--- config.mk ---
export PLATFORM = sky130hd
export DESIGN_NAME = access_param
export DESIGN_NICKNAME = d
export VERILOG_FILES = /design/src/rtl/access_pkg.sv /design/src/rtl/access_timer.sv /design/src/rtl/access_param.sv
export SDC_FILE = /design/constraint.sdc
export NUM_CORES = 1
export LEC_CHECK = 0
export CORE_ASPECT_RATIO = 0.9
export CORE_MARGIN = 2
export CORE_UTILIZATION = 51
export CTS_CLUSTER_DIAMETER = 50
export CTS_CLUSTER_SIZE = 10
export DETAILED_ROUTE_END_ITERATION = 8
export GPL_ROUTABILITY_DRIVEN = 0
export PLACE_DENSITY = 0.88
export SLEW_MARGIN = 20
export SYNTH_ARGS = -nofsm -noshare
export SYNTH_HDL_FRONTEND = slang
export SYNTH_SLANG_ARGS = --single-unit
--- constraint.sdc ---
create_clock -name clock -period 3.5 [get_ports clock]
set_input_delay 1.05 -clock clock [delete_from_list [all_inputs] [get_ports clock]]
set_output_delay 1.05 -clock clock [all_outputs]
set_load 0.01 [all_outputs]
--- src/rtl/access_pkg.sv ---
// Shared definitions for the parking access controller.
// The controller states are used by the RTL and the bench.
package access_pkg;

    typedef enum logic [1:0] {
        IDLE         = 2'd0,
        ESPERA_CLAVE = 2'd1,
        ABIERTO      = 2'd2,
        BLOQUEO      = 2'd3
    } estado_t;

endpackage

--- src/rtl/access_timer.sv ---
// Gate-open timeout: loads CICLOS-1 on clear, counts down while enabled.
// expira pulses during the enabled cycle in which the count is zero.
module access_timer #(
    parameter int unsigned CICLOS = 1024
) (
    input  logic clock,
    input  logic reset,
    input  logic clear,
    input  logic enable,
    output logic expira
);

    localparam int W = (CICLOS > 2) ? $clog2(CICLOS) : 1;

    logic [W-1:0] cuenta;

    always_ff @(posedge clock) begin
        if (reset) begin
            cuenta <= '0;
        end else if (clear) begin
            cuenta <= W'(CICLOS - 1);
        end else if (enable && cuenta != '0) begin
            cuenta <= cuenta - 1'b1;
        end
    end

    assign expira = enable && (cuenta == '0);

endmodule

--- src/rtl/access_param.sv ---
// Parametrised single-lane parking access controller (Moore outputs).
// Define PARQUEO_CONTEO_EN to add the occupancy counter and full flag.
module access_param
    import access_pkg::*;
#(
    parameter int unsigned              CLAVE_WIDTH    = 16,
    parameter logic [CLAVE_WIDTH-1:0]   CLAVE_CORRECTA = 16'h1234,
    parameter int unsigned              MAX_INTENTOS   = 3,
    parameter int unsigned              TIMEOUT_CICLOS = 1024,
    parameter int unsigned              CAPACIDAD      = 32
) (
    input  logic                              clock,
    input  logic                              reset,
    input  logic                              sensor_llegada_vehiculo,
    input  logic                              sensor_ingreso_vehiculo,
    input  logic [CLAVE_WIDTH-1:0]            clave_ingresada,
    input  logic                              clave_valida,
`ifdef PARQUEO_CONTEO_EN
    input  logic                              sensor_salida_vehiculo,
    output logic                              parqueo_lleno,
`endif
    output logic                              senal_compuerta,
    output logic                              senal_alarma_pin,
    output logic                              senal_alarma_bloqueo,
    output logic [$clog2(MAX_INTENTOS+1)-1:0] intentos_fallidos
);

    localparam int IW = $clog2(MAX_INTENTOS + 1);
    localparam logic [IW-1:0] MAX_I = IW'(MAX_INTENTOS);

    estado_t       estado, estado_sig;
    logic          visto, visto_sig;
    logic [IW-1:0] intentos_sig;
    logic          pin_sig;
    logic          completo;
    logic          expira;
    logic          lleno;
    logic          clave_ok, clave_mal;

    assign clave_ok  = clave_valida && (clave_ingresada == CLAVE_CORRECTA);
    assign clave_mal = clave_valida && (clave_ingresada != CLAVE_CORRECTA);

    access_timer #(
        .CICLOS (TIMEOUT_CICLOS)
    ) u_timer (
        .clock  (clock),
        .reset  (reset),
        .clear  (estado != ABIERTO),
        .enable (estado == ABIERTO),
        .expira (expira)
    );

    always_comb begin
        estado_sig   = estado;
        visto_sig    = visto;
        intentos_sig = intentos_fallidos;
        pin_sig      = senal_alarma_pin;
        completo     = 1'b0;
        unique case (estado)
            IDLE: begin
                visto_sig = 1'b0;
                if (sensor_llegada_vehiculo) estado_sig = ESPERA_CLAVE;
            end
            ESPERA_CLAVE: begin
                visto_sig = 1'b0;
                if (clave_ok) begin
                    // A full lot leaves the driver waiting; not a wrong key.
                    if (!lleno) begin
                        estado_sig   = ABIERTO;
                        intentos_sig = '0;
                        pin_sig      = 1'b0;
                    end
                end else if (clave_mal) begin
                    if (intentos_fallidos != MAX_I)
                        intentos_sig = intentos_fallidos + 1'b1;
                    pin_sig = (intentos_sig == MAX_I);
                end else if (!sensor_llegada_vehiculo) begin
                    estado_sig = IDLE;
                end
            end
            ABIERTO: begin
                if (sensor_llegada_vehiculo && sensor_ingreso_vehiculo) begin
                    estado_sig = BLOQUEO;
                end else if (visto && !sensor_ingreso_vehiculo
                             && !sensor_llegada_vehiculo) begin
                    estado_sig = IDLE;
                    completo   = 1'b1;
                end else if (sensor_ingreso_vehiculo) begin
                    visto_sig = 1'b1;
                end else if (!visto && expira) begin
                    estado_sig = IDLE;
                end
            end
            BLOQUEO: begin
                if (clave_ok) estado_sig = IDLE;
            end
            default: estado_sig = IDLE;
        endcase
    end

    always_ff @(posedge clock) begin
        if (reset) begin
            estado               <= IDLE;
            visto                <= 1'b0;
            intentos_fallidos    <= '0;
            senal_alarma_pin     <= 1'b0;
            senal_compuerta      <= 1'b0;
            senal_alarma_bloqueo <= 1'b0;
        end else begin
            estado               <= estado_sig;
            visto                <= visto_sig;
            intentos_fallidos    <= intentos_sig;
            senal_alarma_pin     <= pin_sig;
            senal_compuerta      <= (estado_sig == ABIERTO);
            senal_alarma_bloqueo <= (estado_sig == BLOQUEO);
        end
    end

`ifdef PARQUEO_CONTEO_EN
    localparam int OW = $clog2(CAPACIDAD + 1);
    localparam logic [OW-1:0] CAP = OW'(CAPACIDAD);

    logic [OW-1:0] ocupacion, ocup_sig;

    always_comb begin
        ocup_sig = ocupacion;
        if (completo && !sensor_salida_vehiculo) begin
            if (ocupacion != CAP) ocup_sig = ocupacion + 1'b1;
        end else if (!completo && sensor_salida_vehiculo) begin
            if (ocupacion != '0) ocup_sig = ocupacion - 1'b1;
        end
    end

    always_ff @(posedge clock) begin
        if (reset) begin
            ocupacion     <= '0;
            parqueo_lleno <= 1'b0;
        end else begin
            ocupacion     <= ocup_sig;
            parqueo_lleno <= (ocup_sig == CAP);
        end
    end

    assign lleno = parqueo_lleno;
`else
    assign lleno = 1'b0;
`endif

endmodule

==> impl_metrics.py, run 1 <==
metrics = {
    "status": {
        "status": "complete, no violations",
    },
    "synth": {
        "syn_inst": 109,
        "synth-xor-area-share_pct": 2.65,
        "yosysSeqAreaShare_pct": 36.3,
        "synthArstFlopShare_pct": 0,
        "synthFlopType": "dfxtp_1",
        "synth-seq-cells": 18,
        "synth.distinct_cells": 41,
        "syn_area_per_cell_sq_um": 9.10,
        "synthMuxAreaShare_pct": 3.53,
        "synth_top_family_by_area": "simple AND/OR/NAND/NOR gates",
        "syn_nets": 132,
        "synth_edf_count": 0,
        "synthAdderAreaFrac_pct": 2.52,
        "synth-simple-area-share_pct": 30.9,
        "synth-compound-area-share_pct": 20.7,
        "yosys_warnings": 0,
        "netlist_area_sq_um": 992,
    },
    "global_route": {
        "grt_pass1_vias": 919,
        "grtUsageTotal_pct": 23.0,
        "antenna_found_initial": 0,
        "overflow": 0,
        "grt_pass1_wl_um": 3960,
        "grt_max_degree": 21,
    },
    "setup_path": {
        "cp_max_fo": 5,
        "arrival_ns": 2.60,
        "r2r_cells": 6,
        "start_kind": "input pin",
        "reg2reg_from": "u_timer.cuenta[1]$_SDFFE_PP0P_",
        "startpoint": "clave_valida",
        "cp-end-kind": "flip-flop",
        "rr_endpoint": "u_timer.cuenta[1]$_SDFFE_PP0P_",
        "required_ns": 3.67,
        "reg2reg_slack_ns": 1.68,
        "worstSetupPathType": "input pin to flip-flop",
        "endpoint": "estado[1]$_SDFF_PP0_",
    },
    "cts": {
        "cts.sinks": 18,
        "clk_latency_ns": 0.30,
        "cts_buffers": 3,
        "cts.htree.levels": 1,
        "clk_pin_slew_worst_paths_ns": 0.11,
        "hold_buffers": 0,
        "post_cts_resized": 0,
        "cts_tree": "yes",
        "cts_setup_buffers": 0,
        "cts_buffer_depth": 2,
        "cts-root-buf": "clkbuf_4",
    },
    "route": {
        "drt-total-wl_um": 2510,
        "drt_iter0_drc": 27,
        "viasPerCell": 5.87,
        "wl_per_cell_um": 15.7,
        "drc_errors": 0,
        "firstDrtPassIters": 4,
        "postRouteAntennaNets": 0,
        "vias": 939,
    },
    "timing": {
        "worst_slew_pin_slew_ns": 0.865,
        "finalSetupViolCount": 0,
        "finalHoldViolCount": 0,
        "clock_skew_ns": 0.00737,
        "rsz0062_at_grt": "no",
        "finalCriticalPeriod_ns": 2.43,
        "slew_viol_final": 0,
        "finalSetupTns_ns": 0,
        "hold_ws_ns": 0.480,
        "relSlewSlack_pct": 42.1,
        "period_share_pct": 69.4,
        "fmaxAchievable_ghz": 0.412,
    },
    "pwr": {
        "p_switching_mw": 0.105,
        "power.density_mw_per_mm2": 325,
        "intPower_mw": 0.315,
        "power_leakage_nw": 0.450,
        "pwr-share-seq_pct": 53.0,
        "clkPwrFrac_pct": 31.3,
        "ir_worst_vdd_mv": 0.208,
        "sw_frac_of_total_pct": 24.9,
        "combPwrFrac_pct": 15.7,
        "p_total_mw": 0.419,
    },
    "floorplan": {
        "pin_count": 26,
        "die_y_um": 45.8,
        "coreArea_sq_mm": 0.00188,
        "dieWidth_um": 50.5,
        "rows": 15,
        "initial_utilization_pct": 52.9,
        "dieArea_sq_mm": 0.00231,
    },
    "finish": {
        "drive_gt1_share_pct": 11.1,
        "utilization_pct": 68.8,
        "final_nets": 159,
        "syn_to_final_growth_pct": 30.1,
        "final_area_sq_mm": 0.00129,
        "n_antenna_cell": 0,
    },
    "place": {
        "place_area_sq_mm": 0.00125,
        "dp_hpwl_um": 1910,
        "portBuffers": 25,
    },
    "worst_hold_path": {
        "hold_class": "flip-flop to flip-flop",
    },
    "flow_run": {
        "maxCapViolCount": 0,
    },
}
through the flow:
stage,std cells,setup slack (ns)
floorplan,109,1.54
global placement,156,0.901
detailed placement,156,0.751
CTS,160,1.07
global route,160,0.990
finish,160,1.07
per-layer routing:
layer / track usage [%] / vias up / wire length, um
met3: 7.24 / 8 / 125
met1: 26.3 / 443 / 1100
met2: 42.9 / 32 / 1260
met4: 4.32 / 0 / 23
li1: - / 456 / -
met5: 0 / - / 0
cells in the mapped netlist (3+ instances only):
| cell | number | area, sq um |
|---|---|---|
| dfxtp_1 | 18 | 360 |
| a21oi_1 | 11 | 55.1 |
| nor2_1 | 9 | 33.8 |
| nand2_1 | 6 | 22.5 |
| a31oi_1 | 4 | 25.0 |
| inv_1 | 4 | 15.0 |
| nand3b_1 | 4 | 30.0 |
| nand3_1 | 3 | 15.0 |
| nor2b_1 | 3 | 18.8 |
| o21ai_0 | 3 | 15.0 |
| or2_2 | 3 | 18.8 |
| xnor2_1 | 3 | 26.3 |
registers in the layout, summed over array words and instances (netlist names):
register,cells
u_timer.cuenta,10
senal_alarma_pin,1
senal_compuerta,1
visto,1
estado,2
senal_alarma_bloqueo,1
intentos_fallidos,2
cell families after synthesis:
family | count (synthesis)
fa+ha+maj | 2
buf+inv | 7
compound gates | 30
flops | 18
simple gates | 46
xor+xnor | 3
mux | 3
layout make-up:
| type | count | area, sq um |
|---|---|---|
| timing repair buffer | 25 | 250 |
| fill | 153 | 586 |
| tap | 25 | 31.3 |
| clock buffer | 4 | 36.3 |
| multi-input combinational | 84 | 598 |
| inverter | 4 | 15.0 |
| sequential | 18 | 360 |
cell usage in the layout (no fill, tap or decap), types with 2 or more instances in the layout:
cell type	netlist	layout
clkdlybuf4s50_1	0	25
dfxtp_1	18	18
a21oi_1	11	11
nor2_1	9	9
nand2_1	6	6
inv_1	4	4
a31oi_1	4	4
nand3b_1	4	4
nand3_1	3	3
or2_2	3	3
xnor2_1	3	3
o21ai_0	3	3
nor2b_1	3	3
clkbuf_4	0	3
mux2i_1	2	2
a2111oi_2	2	2
nand2b_1	2	2
nor3_1	2	2
nand4b_1	2	2
nor4bb_1	2	2
a211oi_1	2	2
ha_1	2	2
worst min-delay path by stage:
stage / startpoint / to / slack, ns / depth (start not counted)
after floorplan: visto$_SDFFE_PP0P_ / visto$_SDFFE_PP0P_ / 0.45 / 2
after global placement: senal_alarma_pin$_SDFFE_PP0P_ / senal_alarma_pin$_SDFFE_PP0P_ / 0.45 / 2
after detailed placement: senal_alarma_pin$_SDFFE_PP0P_ / senal_alarma_pin$_SDFFE_PP0P_ / 0.46 / 2
after CTS: senal_alarma_pin$_SDFFE_PP0P_ / senal_alarma_pin$_SDFFE_PP0P_ / 0.48 / 2
after global routing: senal_alarma_pin$_SDFFE_PP0P_ / senal_alarma_pin$_SDFFE_PP0P_ / 0.50 / 2
final: senal_alarma_pin$_SDFFE_PP0P_ / senal_alarma_pin$_SDFFE_PP0P_ / 0.48 / 2
critical path, stage by stage:
cell and delay [ns]:
clkdlybuf4s50_1 0.56, nor4bb_1 0.40, nand4_1 0.20, nor2_1 0.23, o221ai_1 0.15
power by group through the flow:
stage | Clock, mW | Combinational (mW) | Sequential [mW]
floorplan | 0 | 0.0330 | 0.225
global placement | 0 | 0.0617 | 0.226
detailed placement | 0 | 0.0652 | 0.227
CTS | 0.131 | 0.0653 | 0.222
global route | 0.141 | 0.0710 | 0.223
finish | 0.131 | 0.0659 | 0.222
Power figures use the tool's default switching activity.
==> inputs of run 2 (changes only) <==
--- a/config.mk
+++ b/config.mk
@@ -7,12 +7,12 @@
 export LEC_CHECK = 0
 export CORE_ASPECT_RATIO = 0.9
 export CORE_MARGIN = 2
-export CORE_UTILIZATION = 51
+export CORE_UTILIZATION = 47
 export CTS_CLUSTER_DIAMETER = 50
 export CTS_CLUSTER_SIZE = 10
 export DETAILED_ROUTE_END_ITERATION = 8
 export GPL_ROUTABILITY_DRIVEN = 0
-export PLACE_DENSITY = 0.88
+export PLACE_DENSITY = 0.83
 export SLEW_MARGIN = 20
 export SYNTH_ARGS = -nofsm -noshare
 export SYNTH_HDL_FRONTEND = slang
==> constraint.sdc (replaced) <==
create_clock -name clock -period 2.46 [get_ports clock]
set_input_delay 0.738 -clock clock [delete_from_list [all_inputs] [get_ports clock]]
set_output_delay 0.738 -clock clock [all_outputs]
set_load 0.01 [all_outputs]
==> impl_metrics.py, run 2 (synthesized netlist as in run 1, its figures left out) <==
metrics = {
    "worst_hold_path": {
        "holdCritStartpoint": "senal_alarma_pin$_SDFFE_PP0P_",
        "hold_class": "flip-flop to flip-flop",
    },
    "floorplan": {
        "dieArea_sq_mm": 0.00250,
        "die_y_um": 47.6,
        "rows": 15,
        "pin_count": 26,
        "dieWidth_um": 52.4,
        "initial_utilization_pct": 50.8,
        "coreArea_sq_mm": 0.00195,
    },
    "pwr": {
        "intPower_mw": 0.416,
        "clkPwrFrac_pct": 25.8,
        "ir_worst_vdd_mv": 0.367,
        "power_leakage_nw": 0.458,
        "pwr-share-seq_pct": 57.0,
        "sw_frac_of_total_pct": 24.8,
        "power.density_mw_per_mm2": 426,
        "p_switching_mw": 0.138,
        "combPwrFrac_pct": 17.1,
    },
    "timing": {
        "finalSetupViolCount": 0,
        "worst_slew_pin_slew_ns": 0.551,
        "clock_skew_ns": 0.00675,
        "finalCriticalPeriod_ns": 1.98,
        "finalHoldViolCount": 0,
        "slew_viol_final": 0,
        "finalSetupTns_ns": 0,
        "relSlewSlack_pct": 63.1,
        "period_share_pct": 80.5,
        "rsz0062_at_grt": "no",
        "fmaxAchievable_ghz": 0.505,
    },
    "global_route": {
        "grt_max_degree": 15,
        "overflow": 0,
        "antenna_found_initial": 0,
        "grtUsageTotal_pct": 22.0,
        "grt_pass1_wl_um": 3890,
        "grt_pass1_vias": 842,
    },
    "finish": {
        "multiInputGateArea_sq_um": 598,
        "drive_gt1_share_pct": 12.4,
        "regMostFlops": "u_timer.cuenta",
        "reg_top3": "u_timer.cuenta (10), estado (2), intentos_fallidos (2)",
        "largest_register_ffs": 10,
        "final_nets": 162,
        "utilization_pct": 66.6,
        "syn_to_final_growth_pct": 31.0,
        "mostFrequentLayoutCell": "clkdlybuf4s50_1",
        "fillers": 167,
        "seq_area_sq_um": 360,
        "final_cell_mix": "clkdlybuf4s50_1, dfxtp_1, a21oi_1",
        "n_antenna_cell": 0,
    },
    "cts": {
        "cts.htree.levels": 1,
        "post_cts_resized": 0,
        "cts-root-buf": "clkbuf_4",
        "clk_latency_ns": 0.29,
        "cts_setup_buffers": 0,
        "clk_pin_slew_worst_paths_ns": 0.09,
        "cts_tree": "yes",
        "cts_buffers": 3,
        "hold_buffers": 0,
        "cts.sinks": 18,
        "cts_buffer_depth": 2,
    },
    "route": {
        "wl_per_cell_um": 14.2,
        "vias": 914,
        "drc_errors": 0,
        "drt-total-wl_um": 2300,
        "drt_iter0_drc": 15,
        "viasPerCell": 5.64,
        "postRouteAntennaNets": 0,
        "firstDrtPassIters": 4,
    },
    "setup_path": {
        "cp_max_fo": 4,
        "startpoint": "intentos_fallidos[1]$_SDFFE_PP0P_",
        "worstPathCellList": "clkdlybuf4s50_1",
        "start_kind": "flip-flop",
        "cp-end-kind": "primary output",
        "arrival_ns": 1.24,
        "crit_buf_inv": 1,
        "required_ns": 1.72,
        "reg2reg_from": "u_timer.cuenta[1]$_SDFFE_PP0P_",
        "cp_top_family": "buffers and inverters",
        "worstSetupPathType": "flip-flop to primary output",
        "critical_path.max_stage_delay_ns": 0.57,
        "cpMaxStageDelayCell": "clkdlybuf4s50_1",
    },
    "status": {
        "status": "complete, no violations",
    },
    "place": {
        "portBuffers": 25,
        "dp_hpwl_um": 1840,
    },
    "flow_run": {
        "maxCapViolCount": 0,
    },
}
-- run 2: power groups by stage --
| stage | clock (mW) | sequential (mW) | combinational [mW] |
|---|---|---|---|
| final | 0.143 | 0.316 | 0.0949 |
| after global routing | 0.164 | 0.318 | 0.103 |
| after detailed placement | 0 | 0.322 | 0.0945 |
| after floorplan | 0 | 0.320 | 0.0470 |
| after global placement | 0 | 0.321 | 0.0905 |
| after CTS | 0.152 | 0.316 | 0.0948 |
-- run 2: worst paths after layout --
check	cells past startpoint	endpoint	slack [ns]
max	1	intentos_fallidos[1]	0.48
min	2	senal_alarma_pin$_SDFFE_PP0P_	0.46
max reg2reg	6	u_timer.cuenta[1]$_SDFFE_PP0P_	0.71
min reg2reg	2	senal_alarma_pin$_SDFFE_PP0P_	0.46
-- run 2: cell type report --
| type | count | share of cell area, % |
|---|---|---|
| Multi-Input combinational cell | 84 | 46.0 |
| Inverter | 4 | 1.15 |
| Sequential cell | 18 | 27.7 |
| Clock buffer | 3 | 1.73 |
| Tap cell | 25 | 2.41 |
| Timing Repair Buffer | 28 | 21.0 |
-- run 2: stage by stage --
stage	hold WS (ns)	setup WS (ns)	total power [mW]	instances	instance area [sq um]
final	0.465	0.480	0.554	162	1300
after CTS	0.474	0.466	0.562	162	1300
after global routing	0.495	0.286	0.585	162	1300
after detailed placement	0.453	0.215	0.417	159	1280
after global placement	0.443	0.265	0.412	159	1280
after floorplan	0.451	0.810	0.367	109	992
-- run 2: layer usage --
layer  wire length (um)  share of wire [%]  GRT usage, %  vias to the layer above
met2               1020                 44          34.3                       12
met4                 31                1.3          7.69                        0
li1                   -                  -             -                      464
met5                  0                  0             0                        -
met3                 92                4.0          6.88                        4
met1               1160                 50          29.1                      434
